--- config.mk ---
export PLATFORM = sky130hd
export DESIGN_NAME = pipe_hazard_ctl_flat
export DESIGN_NICKNAME = d
export VERILOG_FILES = /design/src/rtl/pipe_hazard_ctl_pkg.sv /design/src/rtl/pipe_hazard_ctl_if.sv /design/src/rtl/pipe_fwd_sel.sv /design/src/rtl/pipe_hazard_ctl.sv /design/src/flat_wrapper.sv
export SDC_FILE = /design/constraint.sdc
export NUM_CORES = 1
export LEC_CHECK = 0
export ABC_AREA = 1
export CAP_MARGIN = 20
export CORE_ASPECT_RATIO = 1.75
export CORE_MARGIN = 2
export CORE_UTILIZATION = 43
export DETAILED_ROUTE_END_ITERATION = 16
export HOLD_SLACK_MARGIN = 0.08
export PLACE_DENSITY = 0.78
export SLEW_MARGIN = 10
export SYNTH_ARGS = -nofsm -noshare
export SYNTH_HDL_FRONTEND = slang
export SYNTH_SLANG_ARGS = --single-unit
--- constraint.sdc ---
create_clock -name clock -period 1.8 [get_ports clock]
set_input_delay 0.36 -clock clock [delete_from_list [all_inputs] [get_ports clock]]
set_output_delay 0.36 -clock clock [all_outputs]
set_load 0.03 [all_outputs]
--- src/rtl/pipe_hazard_ctl_pkg.sv ---
// rtl/pipe_hazard_ctl_pkg.sv - shared encodings, defaults and helpers for the hazard controller
package pipe_hazard_ctl_pkg;

  localparam int FWD_RF         = 0;
  localparam int DEF_REG_AW     = 5;
  localparam int DEF_FWD_STAGES = 3;
  localparam int DEF_MD_LAT     = 4;
  localparam int DEF_CNT_W      = 16;

  typedef struct packed {
    logic data;
    logic md_raw;
    logic md_struct;
  } stall_src_t;

  function automatic int clog2(input int value);
    int r;
    r = 0;
    for (int i = 0; i < 31; i++) begin
      if ((32'sd1 << i) < value) r = i + 1;
    end
    return r;
  endfunction

endpackage

--- src/rtl/pipe_hazard_ctl_if.sv ---
// rtl/pipe_hazard_ctl_if.sv - decode-stage operand/writeback bundle and hazard outputs
interface pipe_hazard_ctl_if
  import pipe_hazard_ctl_pkg::*;
#(
  parameter int REG_AW     = DEF_REG_AW,
  parameter int FWD_STAGES = DEF_FWD_STAGES,
  parameter int CNT_W      = DEF_CNT_W
) ();

  localparam int FSEL_W = clog2(FWD_STAGES + 1);

  logic [REG_AW-1:0]            rs;
  logic [REG_AW-1:0]            rt;
  logic                         use_rs;
  logic                         use_rt;
  logic                         is_md;
  logic [REG_AW-1:0]            md_dst;
  logic [FWD_STAGES-1:0]        st_wreg;
  logic [FWD_STAGES-1:0]        st_ready;
  logic [FWD_STAGES*REG_AW-1:0] st_rn;
  logic                         cnt_clr;

  logic [FSEL_W-1:0]            fwda;
  logic [FSEL_W-1:0]            fwdb;
  logic                         wpcir;
  logic                         bubble;
  logic                         md_start;
  logic                         md_busy;
  logic                         md_done;
  logic [REG_AW-1:0]            md_rn;
  logic [CNT_W-1:0]             stall_cnt;

  modport master (
    output rs, rt, use_rs, use_rt, is_md, md_dst, st_wreg, st_ready, st_rn, cnt_clr,
    input  fwda, fwdb, wpcir, bubble, md_start, md_busy, md_done, md_rn, stall_cnt
  );

  modport slave (
    input  rs, rt, use_rs, use_rt, is_md, md_dst, st_wreg, st_ready, st_rn, cnt_clr,
    output fwda, fwdb, wpcir, bubble, md_start, md_busy, md_done, md_rn, stall_cnt
  );

endinterface

--- src/rtl/pipe_fwd_sel.sv ---
// rtl/pipe_fwd_sel.sv - nearest-stage priority match for one source operand
module pipe_fwd_sel
  import pipe_hazard_ctl_pkg::*;
#(
  parameter int  REG_AW     = DEF_REG_AW,
  parameter int  FWD_STAGES = DEF_FWD_STAGES,
  localparam int FSEL_W     = clog2(FWD_STAGES + 1)
) (
  input  logic [REG_AW-1:0]            operand,
  input  logic [FWD_STAGES-1:0]        st_wreg,
  input  logic [FWD_STAGES-1:0]        st_ready,
  input  logic [FWD_STAGES*REG_AW-1:0] st_rn,
  output logic [FSEL_W-1:0]            sel,
  output logic                         not_ready
);

  // Walk from the farthest stage inward so the nearest match overwrites the
  // rest; an unready near match therefore hides any ready match behind it.
  always_comb begin
    sel       = FSEL_W'(FWD_RF);
    not_ready = 1'b0;
    for (int k = FWD_STAGES; k >= 1; k--) begin
      if (st_wreg[k-1] &&
          (st_rn[k*REG_AW-1 -: REG_AW] != '0) &&
          (st_rn[k*REG_AW-1 -: REG_AW] == operand)) begin
        if (st_ready[k-1]) begin
          sel       = FSEL_W'(k);
          not_ready = 1'b0;
        end else begin
          sel       = FSEL_W'(FWD_RF);
          not_ready = 1'b1;
        end
      end
    end
  end

endmodule

--- src/rtl/pipe_hazard_ctl.sv ---
// rtl/pipe_hazard_ctl.sv - forwarding selects, stall/bubble generation, mul/div tracker, stall counter
module pipe_hazard_ctl
  import pipe_hazard_ctl_pkg::*;
#(
  parameter int REG_AW     = DEF_REG_AW,
  parameter int FWD_STAGES = DEF_FWD_STAGES,
  parameter int MD_LAT     = DEF_MD_LAT,
  parameter int CNT_W      = DEF_CNT_W
) (
  input logic              clock,
  input logic              resetn,
  pipe_hazard_ctl_if.slave bus
);

  localparam int FSEL_W = clog2(FWD_STAGES + 1);
  localparam int MDC_W  = clog2(MD_LAT + 1);

  logic [FSEL_W-1:0] sel_a;
  logic [FSEL_W-1:0] sel_b;
  logic              nr_a;
  logic              nr_b;

  logic [MDC_W-1:0]  md_cnt;
  logic [REG_AW-1:0] md_rn_q;
  logic [CNT_W-1:0]  stall_cnt_q;

  logic              md_busy;
  logic              md_done;
  logic              stall;
  logic              md_start;
  stall_src_t        src;

  pipe_fwd_sel #(
    .REG_AW    (REG_AW),
    .FWD_STAGES(FWD_STAGES)
  ) u_fwd_rs (
    .operand  (bus.rs),
    .st_wreg  (bus.st_wreg),
    .st_ready (bus.st_ready),
    .st_rn    (bus.st_rn),
    .sel      (sel_a),
    .not_ready(nr_a)
  );

  pipe_fwd_sel #(
    .REG_AW    (REG_AW),
    .FWD_STAGES(FWD_STAGES)
  ) u_fwd_rt (
    .operand  (bus.rt),
    .st_wreg  (bus.st_wreg),
    .st_ready (bus.st_ready),
    .st_rn    (bus.st_rn),
    .sel      (sel_b),
    .not_ready(nr_b)
  );

  assign md_busy = (md_cnt != '0);
  assign md_done = (md_cnt == MDC_W'(1));

  // The result lands in the register file at the end of md_done, so a
  // dependent waits through that cycle and then reads the file directly.
  always_comb begin
    src           = '0;
    src.data      = (bus.use_rs && nr_a) || (bus.use_rt && nr_b);
    src.md_raw    = md_busy && (md_rn_q != '0) &&
                    ((bus.use_rs && (bus.rs == md_rn_q)) ||
                     (bus.use_rt && (bus.rt == md_rn_q)));
    src.md_struct = bus.is_md && md_busy && !md_done;
  end

  assign stall    = src.data || src.md_raw || src.md_struct;
  assign md_start = bus.is_md && !stall;

  always_ff @(posedge clock or negedge resetn) begin
    if (!resetn) begin
      md_cnt  <= '0;
      md_rn_q <= '0;
    end else if (md_start) begin
      md_cnt  <= MDC_W'(MD_LAT);
      md_rn_q <= bus.md_dst;
    end else if (md_cnt != '0) begin
      md_cnt  <= md_cnt - MDC_W'(1);
    end
  end

  always_ff @(posedge clock or negedge resetn) begin
    if (!resetn) begin
      stall_cnt_q <= '0;
    end else if (bus.cnt_clr) begin
      stall_cnt_q <= '0;
    end else if (stall && !(&stall_cnt_q)) begin
      stall_cnt_q <= stall_cnt_q + CNT_W'(1);
    end
  end

  assign bus.fwda      = sel_a;
  assign bus.fwdb      = sel_b;
  assign bus.wpcir     = !stall;
  assign bus.bubble    = stall;
  assign bus.md_start  = md_start;
  assign bus.md_busy   = md_busy;
  assign bus.md_done   = md_done;
  assign bus.md_rn     = md_rn_q;
  assign bus.stall_cnt = stall_cnt_q;

endmodule
--- src/flat_wrapper.sv ---
// flat-port wrapper written by rule: the top's interface ports become plain ports
module pipe_hazard_ctl_flat import pipe_hazard_ctl_pkg::*;
#(
  parameter int REG_AW     = DEF_REG_AW,
  parameter int FWD_STAGES = DEF_FWD_STAGES,
  parameter int MD_LAT     = DEF_MD_LAT,
  parameter int CNT_W      = DEF_CNT_W
)
  (clock, resetn, bus_rs, bus_rt, bus_use_rs, bus_use_rt, bus_is_md, bus_md_dst, bus_st_wreg, bus_st_ready, bus_st_rn, bus_cnt_clr, bus_fwda, bus_fwdb, bus_wpcir, bus_bubble, bus_md_start, bus_md_busy, bus_md_done, bus_md_rn, bus_stall_cnt);
  pipe_hazard_ctl_if #(.REG_AW(REG_AW), .FWD_STAGES(FWD_STAGES), .CNT_W(CNT_W)) bus_i ();
  input logic clock;
  input logic resetn;
  input wire logic [$bits(bus_i.rs)-1:0] bus_rs;
  input wire logic [$bits(bus_i.rt)-1:0] bus_rt;
  input wire logic [$bits(bus_i.use_rs)-1:0] bus_use_rs;
  input wire logic [$bits(bus_i.use_rt)-1:0] bus_use_rt;
  input wire logic [$bits(bus_i.is_md)-1:0] bus_is_md;
  input wire logic [$bits(bus_i.md_dst)-1:0] bus_md_dst;
  input wire logic [$bits(bus_i.st_wreg)-1:0] bus_st_wreg;
  input wire logic [$bits(bus_i.st_ready)-1:0] bus_st_ready;
  input wire logic [$bits(bus_i.st_rn)-1:0] bus_st_rn;
  input wire logic [$bits(bus_i.cnt_clr)-1:0] bus_cnt_clr;
  output wire logic [$bits(bus_i.fwda)-1:0] bus_fwda;
  output wire logic [$bits(bus_i.fwdb)-1:0] bus_fwdb;
  output wire logic [$bits(bus_i.wpcir)-1:0] bus_wpcir;
  output wire logic [$bits(bus_i.bubble)-1:0] bus_bubble;
  output wire logic [$bits(bus_i.md_start)-1:0] bus_md_start;
  output wire logic [$bits(bus_i.md_busy)-1:0] bus_md_busy;
  output wire logic [$bits(bus_i.md_done)-1:0] bus_md_done;
  output wire logic [$bits(bus_i.md_rn)-1:0] bus_md_rn;
  output wire logic [$bits(bus_i.stall_cnt)-1:0] bus_stall_cnt;
  assign bus_i.rs = bus_rs;
  assign bus_i.rt = bus_rt;
  assign bus_i.use_rs = bus_use_rs;
  assign bus_i.use_rt = bus_use_rt;
  assign bus_i.is_md = bus_is_md;
  assign bus_i.md_dst = bus_md_dst;
  assign bus_i.st_wreg = bus_st_wreg;
  assign bus_i.st_ready = bus_st_ready;
  assign bus_i.st_rn = bus_st_rn;
  assign bus_i.cnt_clr = bus_cnt_clr;
  assign bus_fwda = bus_i.fwda;
  assign bus_fwdb = bus_i.fwdb;
  assign bus_wpcir = bus_i.wpcir;
  assign bus_bubble = bus_i.bubble;
  assign bus_md_start = bus_i.md_start;
  assign bus_md_busy = bus_i.md_busy;
  assign bus_md_done = bus_i.md_done;
  assign bus_md_rn = bus_i.md_rn;
  assign bus_stall_cnt = bus_i.stall_cnt;
  pipe_hazard_ctl #(.REG_AW(REG_AW), .FWD_STAGES(FWD_STAGES), .MD_LAT(MD_LAT), .CNT_W(CNT_W)) u_core (.clock(clock), .resetn(resetn), .bus(bus_i));
endmodule
After elaboration in Yosys (flattened, before gate mapping)
Cells that the tools add are included.

storage, ports and cells
  bits in registers = 24
  word-level logic and storage cells = 70

cells by class
  $add $sub $neg = 2
  equal/unequal tests = 9
  mux-type cells = 22
  reduce and logical (&&, ||, !) cells = 34

operators by type and width
  cell                   number
  $eq 5x5->1             8
  $mux 16                2
  $reduce_bool 5->1      4
  $logic_and 1x1->1      19
  $add 16x1->16 const B  1
  $mux 2                 8
  $reduce_and 16->1      1
  $mux 1                 10
  $mux 3                 2
  $logic_or 1x1->1       4
  $reduce_bool 2->1      2
  $eq 3x1->1 const B     1
  $logic_not 1->1        3
  $reduce_bool 3->1      1
  $sub 3x1->3 const B    1

Longest topological paths before layout
Gate-level depths: netlist of run 1.

  depth after elaboration = 13
  gate-level depth with buffers = 15
  depth with buffers taken out = 14

Cells and area by module
From an unflattened synthesis of run 1, not the netlist that was laid out.

second synthesis, totals
  cells, all modules = 448
  area total of the unflattened synthesis = 2539.9 µm²

modules (own cells, without submodules)
  module           instances  cells each  area each (µm²)
  pipe_hazard_ctl  1          260         1729.2
  pipe_fwd_sel     2          94          405.4

Least setup slack after synthesis of run 1
No wires, ideal clock.

  kind = reg2out
  from = register u_core.md_cnt[1]
  to = output bus_wpcir
  data arrival time = 1936 ps
  data required time = 1440 ps
  slack = -496 ps
  cell stages (with the launch flop) = 10
  path buffers = 1
  cell sequence = dfrtp_1 -> inv_1 -> ha_1 -> inv_1 -> nor2_1 -> nor2_1 -> a21oi_2 -> nand3_4 -> buf_4 -> inv_1

on the way
  elaborated cells on any way between the ends = 10
  classes of those cells = eq/ne: 1; reduce/logical: 9

RTL lines
  item                    line                   RTL
  from (decl)             pipe_hazard_ctl.sv:23  logic [MDC_W-1:0] md_cnt;
  from (signal assigned)  pipe_hazard_ctl.sv:79  md_cnt <= MDC_W'(MD_LAT);
  from (signal assigned)  pipe_hazard_ctl.sv:82  md_cnt <= md_cnt - MDC_W'(1);
  $eq 3x1->1              pipe_hazard_ctl.sv:58  assign md_done = (md_cnt == MDC_W'(1));
  net bus_md_done         flat_wrapper.sv:29     output wire logic [$bits(bus_i.md_done)-1:0] bus_md_done;
  $logic_not 1->1         pipe_hazard_ctl.sv:68  src.md_struct = bus.is_md && md_busy && !md_done;
  $logic_and 1x1->1       pipe_hazard_ctl.sv:68
  $logic_or 1x1->1        pipe_hazard_ctl.sv:71  assign stall = src.data || src.md_raw || src.md_struct;
  net bus_bubble          flat_wrapper.sv:26     output wire logic [$bits(bus_i.bubble)-1:0] bus_bubble;
  $logic_not 1->1         pipe_hazard_ctl.sv:98  assign bus.wpcir = !stall;
  to (decl)               flat_wrapper.sv:25     output wire logic [$bits(bus_i.wpcir)-1:0] bus_wpcir;

The timed path passes the listed nets, and every way through them passes these cells.

Worst setup path in the final report of run 1
  from = register u_core.md_rn_q[3], in the netlist u_core.bus.md_rn[3]
  to = output bus_wpcir

on the way
  word-level cells in the longest chain between the ends = 7
  elaborated cells on any way between the ends = 11
  classes of those cells = eq/ne: 2; reduce/logical: 9

ends and longest elaborated chain
  item                                  line                                          RTL
  from (decl)                           pipe_hazard_ctl.sv:24                         logic [REG_AW-1:0] md_rn_q;
  from (signal assigned)                pipe_hazard_ctl.sv:80                         md_rn_q <= bus.md_dst;
  $eq 5x5->1 (on tied branches)         pipe_hazard_ctl.sv:66, pipe_hazard_ctl.sv:67
  $logic_and 1x1->1 (on tied branches)  pipe_hazard_ctl.sv:66, pipe_hazard_ctl.sv:67
  $logic_or 1x1->1                      pipe_hazard_ctl.sv:66                         ((bus.use_rs && (bus.rs == md_rn_q)) ||
  $logic_and 1x1->1 (*)                 pipe_hazard_ctl.sv:65                         src.md_raw = md_busy && (md_rn_q != '0) &&
  $logic_or 1x1->1 (*) (2 in a row)     pipe_hazard_ctl.sv:71
  $logic_not 1->1 (*)                   pipe_hazard_ctl.sv:98

Every way passes the cells marked *; elsewhere a longest branch is shown, timed or not.

==> reports/qor.txt, run 1 <==
Slew @ Worst Pin: 0.419 ns
Slew Limit Headroom: 0.718
Die X-Extent: 59.7 um
total number of vias: 2875
core area: 5260 um^2
Starting Density: 0.445
Ant. Diodes: 0
clk_skew: 0.00257 ns
routed vias/inst: 5.35
H-tree lvl count: 1
Clk pin slew, worst setup/hold paths: 0.09 ns
Layout Nets: 529
WL final: 8370 um
Final Slew Violations: 0
Clock Power Share: 0.148
root buf cell: clkbuf_8
DRC viols: 0
Sequential Power Share: 0.238
WP data required: 1.44 ns
Placed Cells: 517
Setup crit start kind: register
grt total ovfl: 0
vias in the first global route: 2904
kind of end point of the critical path: output pin
# IOs: 72
FF/Latch Area: 609 um^2
Int Power: 1850 uW
WS Path Type: register to output pin
Die Height: 102 um
failing checks: negative setup slack
Max clock buf depth: 2
antenna viol nets, final: 0
EDFF count, synth: 0
largest net degree at the start of global routing: 33
CTS tree: built
setup_tns: -4.29 ns
Critical Path AT: 1.73 ns
fin util: 0.762
sequential-to-total area share from yosys stat: 0.257
Yosys Warn Count: 0
fillers: 378
clock sinks: 24
WL/cell: 15.6 um
Tcrit/Tclk final: 1.16
ratio of cells with drive above 1 in the final layout: 0.425
Switching Fraction: 0.432
row cnt: 35
initial antenna violation count: 0
Cell Area, Synth: 2340 um^2
final hold viol count: 0
#FFs+latches synth: 24
worst setup margin: -0.292 ns
first-pass GRT wire length: 12800 um
cts hold-fix bufs: 0
Mapped Cells: 352
Area Growth Syn to Fin: 71.3%
initial drt markers: 159
Leakage: 0.00224 uW
run status: finished, violations left
worst hold slack: 0.431 ns
final setup fails: 23
fin cells: 537
area of the multi-input gates: 1770 um^2
Final min period: 2.09 ns
Netlist cell types: 32
Die Area: 6070 um^2
Num CTS Buffers: 3
synth top area cells: dfrtp_1 (26%), nand2_1 (18%), inv_1 (9.0%)
# port buffers: 71
Worst-Skew Late Latency: 0.27 ns
net switching power: 1410 uW
max-cap violation count: 0
combinational share of power: 0.614
Initial DRT Pass Iterations: 4
cell taking the most area after synthesis: dfrtp_1
Yosys top cell area share: 0.257
CP Max Fanout: 4
timing-limited maximum frequency: 0.478 GHz
count leader, synth: nand2_1
VDD IR max: 0.00103 V
synthesized area per cell: 6.64 um^2
GPL Wtd Cong: 0.919
GRT Resource Usage Total: 0.273
syn nets: 398
PwrDens: 813 nW/um^2
ys flop type: dfrtp_1
Post-synth top cells: nand2_1 (111), inv_1 (56), nor2_1 (27)
Post-synth ARST share: 1.00
hpwl dp: 5690 um
HP Class: primary input to asynchronous set/reset pin
RSZ-0062 raised after global routing: yes
layer usage:
| metal | up-vias | wire [um] | global-route usage |
|---|---|---|---|
| met1 | 1336 | 2820 | 0.255 |
| met3 | 33 | 415 | 0.0204 |
| li1 | 1376 | - | - |
| met5 | - | 0 | 0 |
| met2 | 130 | 4740 | 0.557 |
| met4 | 0 | 389 | 0.123 |
area by class of cell:
class                   count  area share
flip-flops and latches     24       0.152
clock buffers               3      0.0103
multi-input cells         261       0.441
inverters                  60      0.0615
well taps                  55      0.0172
clock inverters             1     0.00750
repair buffers            133       0.311
cells in the final DEF, fill, tap and decap left out, types with 10 or more instances in the layout:
cell | synthesis | final
nand2_1 | 111 | 86
nand3_1 | 20 | 17
inv_1 | 56 | 39
dfrtp_1 | 24 | 17
clkdlybuf4s50_1 | 0 | 15
nand3_2 | 15 | 15
buf_4 | 1 | 51
buf_2 | 3 | 10
nand4_1 | 17 | 17
nand2_2 | 3 | 23
xor2_1 | 21 | 18
dlygate4sd2_1 | 0 | 14
nor2_1 | 27 | 19
buf_6 | 1 | 28
inv_2 | 4 | 13
power by group through the flow:
stage / Clock [uW] / Combinational, uW / Sequential (uW)
global placement: 0 / 1680 / 770
CTS: 492 / 1900 / 768
finish: 483 / 2000 / 773
detailed placement: 0 / 1700 / 776
global route: 501 / 2160 / 785
floorplan: 0 / 851 / 913
critical path, stage by stage, from the launching register on:
cell and delay (ns):
dfrtp_2 0.44, inv_2 0.08, nand2_1 0.05, o21ai_1 0.09, nor2_1 0.06, nand3_1 0.09
nand2_2 0.09, a21oi_4 0.22, nand3_4 0.14, clkinvlp_4 0.09, buf_6 0.12
sequential cells by signal (all words and copies together) (netlist names):
name / count
u_core.bus.md_rn: 5
u_core.bus.stall_cnt: 16
u_core.md_cnt: 3
final timing paths:
check | start | endpoint | slack, ns | cells past startpoint
max | u_core.bus.md_rn[3] | bus_wpcir | -0.29 | 10
min | resetn | u_core.bus.stall_cnt[11] | 0.43 | 2
max reg2reg | u_core.bus.md_rn[3] | u_core.bus.stall_cnt[1] | -0.23 | 14
min reg2reg | u_core.bus.md_rn[3] | u_core.bus.md_rn[3] | 0.54 | 2
max in group asynchronous | resetn | u_core.bus.md_rn[4] | 1.10 | 2
min in group clock | u_core.bus.md_rn[3] | u_core.bus.md_rn[3] | 0.54 | 2
metrics by stage:
stage / power (uW) / instance area, um^2 / setup slack [ns]
after floorplan: 1760 / 2410 / -0.117
after global placement: 2450 / 3450 / -0.781
after detailed placement: 2480 / 3450 / -0.825
after CTS: 3160 / 3870 / -0.279
after global routing: 3450 / 4010 / -0.385
final: 3260 / 4010 / -0.292
logic make-up after synthesis:
group,Yosys count,share of synthesized area
compound gates,21,0.0519
flops,24,0.257
fa+ha+maj,4,0.0214
simple gates,206,0.439
xor+xnor,29,0.109
buf+inv,68,0.123
timing repair:
action / in CTS / in global routing
endpoints found under the setup margin: 41 / 30
gates resized for setup: 222 / 37
pin swaps: 48 / 19
setup buffers: 15 / 7
cloned: 1 / 0
No activity file was read; power rests on OpenSTA's default activity.
==> run 2, diff against run 1 <==
==> constraint.sdc (replaced) <==
create_clock -name clock -period 1.8 [get_ports clock]
set_input_delay 0.18 -clock clock [delete_from_list [all_inputs] [get_ports clock]]
set_output_delay 0.18 -clock clock [all_outputs]
set_load 0.03 [all_outputs]
==> run 2 against run 1 <==
The flow still finishes with violations (negative setup slack). Count of clock-buffer cells in the layout rose by 1. Total power decreased by 10%. Sequential share of layout area grew 1.8 points. Hold slack got worse by 0.18 ns. Sequential power is 0.9% lower.
==> reports/qor.txt, run 2 (synthesis results as in run 1) <==
Design Area, Final: 3590 um^2
RSZ-0062 raised after global routing: yes
Die Height: 102 um
Final Slew Violations: 0
WL final: 7700 um
Leakage: 0.00195 uW
vias in the first global route: 2572
Reg2Reg Capture Point: u_core.bus.stall_cnt[12]
commonest non-fill, non-tap cell in the layout: nand2_1
max-cap violation count: 0
WL/cell: 14.8 um
CP Max Fanout: 4
DRC viols: 0
cells along the critical path: o21ai_0, nor2_1, nand3_1, nand2_2, a21oi_4, nand3_4, clkinvlp_4, buf_6
VDD IR max: 0.000635 V
CTS tree: built
flop2flop setup slack: -0.03 ns
H-tree lvl count: 1
final setup fails: 14
routed vias/inst: 5.23
Area Growth Syn to Fin: 53.7%
Initial DRT Pass Iterations: 4
core area: 5260 um^2
initial antenna violation count: 0
ratio of cells with drive above 1 in the final layout: 0.300
WP data required: 1.62 ns
fin util: 0.684
max reg flops: 16
Setup crit start kind: register
final hold viol count: 0
dpl cell area: 3300 um^2
timing-limited maximum frequency: 0.541 GHz
crit-path leading delay family: flip-flops
Starting Density: 0.445
Die X-Extent: 59.7 um
GPL Wtd Cong: 0.895
WS Path Type: register to output pin
Slew Limit Headroom: 0.713
Num CTS Buffers: 3
first-pass GRT wire length: 11600 um
Clk pin slew, worst setup/hold paths: 0.09 ns
clock sinks: 24
antenna viol nets, final: 0
Reg-to-Reg Start: u_core.bus.stall_cnt[0]
worst setup margin: -0.0479 ns
Slew @ Worst Pin: 0.427 ns
initial drt markers: 180
hpwl dp: 5650 um
CP max-delay cell: dfrtp_1
Die Area: 6070 um^2
failing checks: negative setup slack
largest net degree at the start of global routing: 33
total number of vias: 2726
Critical Path AT: 1.67 ns
PwrDens: 812 nW/um^2
Ant. Diodes: 0
clk_skew: 0.00367 ns
Worst Path Buf+Inv: 2
cell depth of the worst flop-to-flop path: 9
kind of end point of the critical path: output pin
pre-CTS WS: -0.457 ns
most frequent cells in the layout: nand2_1 (104), inv_1 (47), buf_4 (46)
Layout Nets: 513
Worst-Skew Late Latency: 0.27 ns
# port buffers: 71
Tcrit/Tclk final: 1.03
Max clock buf depth: 2
grt total ovfl: 0
HP Class: primary input to asynchronous set/reset pin
Worst path max stage delay: 0.42 ns
run status: finished, violations left
row cnt: 35
GRT Resource Usage Total: 0.247
worst hold slack: 0.253 ns
# IOs: 72
root buf cell: clkbuf_8
Final min period: 1.85 ns
==> run 2: cell count changes in the layout (fill, tap and decap cells not counted), moves of 4 or more <==
cell | previous run | this run
buf_4 | 51 | 46
inv_1 | 39 | 47
clkdlybuf4s50_1 | 15 | 37
buf_2 | 10 | 0
clkbuf_2 | 0 | 9
nand2_2 | 23 | 8
nand2_1 | 86 | 104
nor2_4 | 6 | 2
buf_6 | 28 | 6
buf_8 | 5 | 1
inv_4 | 7 | 0
dlymetal6s2s_1 | 7 | 0
==> run 2: how the worst max path moves through the flow <==
| stage | start | to | cells past startpoint | slack [ns] |
|---|---|---|---|---|
| 3_3_place_gp | bus_rs[3] | u_core.bus.stall_cnt[10] | 11 | -0.43 |
| 2_1_floorplan | u_core.bus.stall_cnt[0] | u_core.bus.stall_cnt[2] | 10 | -0.03 |
| 5_1_grt | u_core.bus.md_rn[3] | bus_wpcir | 8 | -0.23 |
| 6_report | u_core.bus.md_rn[3] | bus_wpcir | 8 | -0.05 |
| 3_5_place_dp | bus_rt[1] | u_core.bus.stall_cnt[3] | 13 | -0.46 |
| 4_1_cts | bus_rt[1] | bus_wpcir | 14 | -0.1 |
==> run 2: layout make-up <==
class	count	area [um^2]
Clock buffer	4	55.1
Fill cell	456	1660
Inverter	60	229
Multi-Input combinational cell	260	1590
Sequential cell	24	613
Tap cell	55	68.8
Timing Repair Buffer	118	1040
==> run 2: what timing repair did <==
item,in CTS,in global routing
gates resized for setup,57,38
setup buffers,9,10
hold buffers,0,0
cloned,0,1
pin swaps,10,24
endpoints found under the hold margin,0,0
endpoints found under the setup margin,33,29
==> run 2: per-layer routing <==
metal	share of wire	vias up	global-route usage	wire, um
met5	0	-	0	0
met4	0.015	0	0.0735	118
met3	0.056	9	0.0153	428
met2	0.57	102	0.487	4420
met1	0.35	1279	0.267	2730
li1	-	1336	-	-
==> run 2: report_power, final <==
| group | total [uW] | internal [uW] | switching [uW] |
|---|---|---|---|
| registers | 766 | 655 | 111 |
| clock network | 379 | 196 | 183 |
| logic | 1770 | 758 | 1020 |
==> run 2: stage by stage <==
step | std cells | setup TNS, ns | total power, uW
global placement | 498 | -11.44 | 2270
CTS | 511 | -0.127 | 2840
global route | 521 | -2.86 | 3100
floorplan | 352 | -0.228 | 1740
detailed placement | 498 | -11.91 | 2290
finish | 521 | -0.324 | 2920
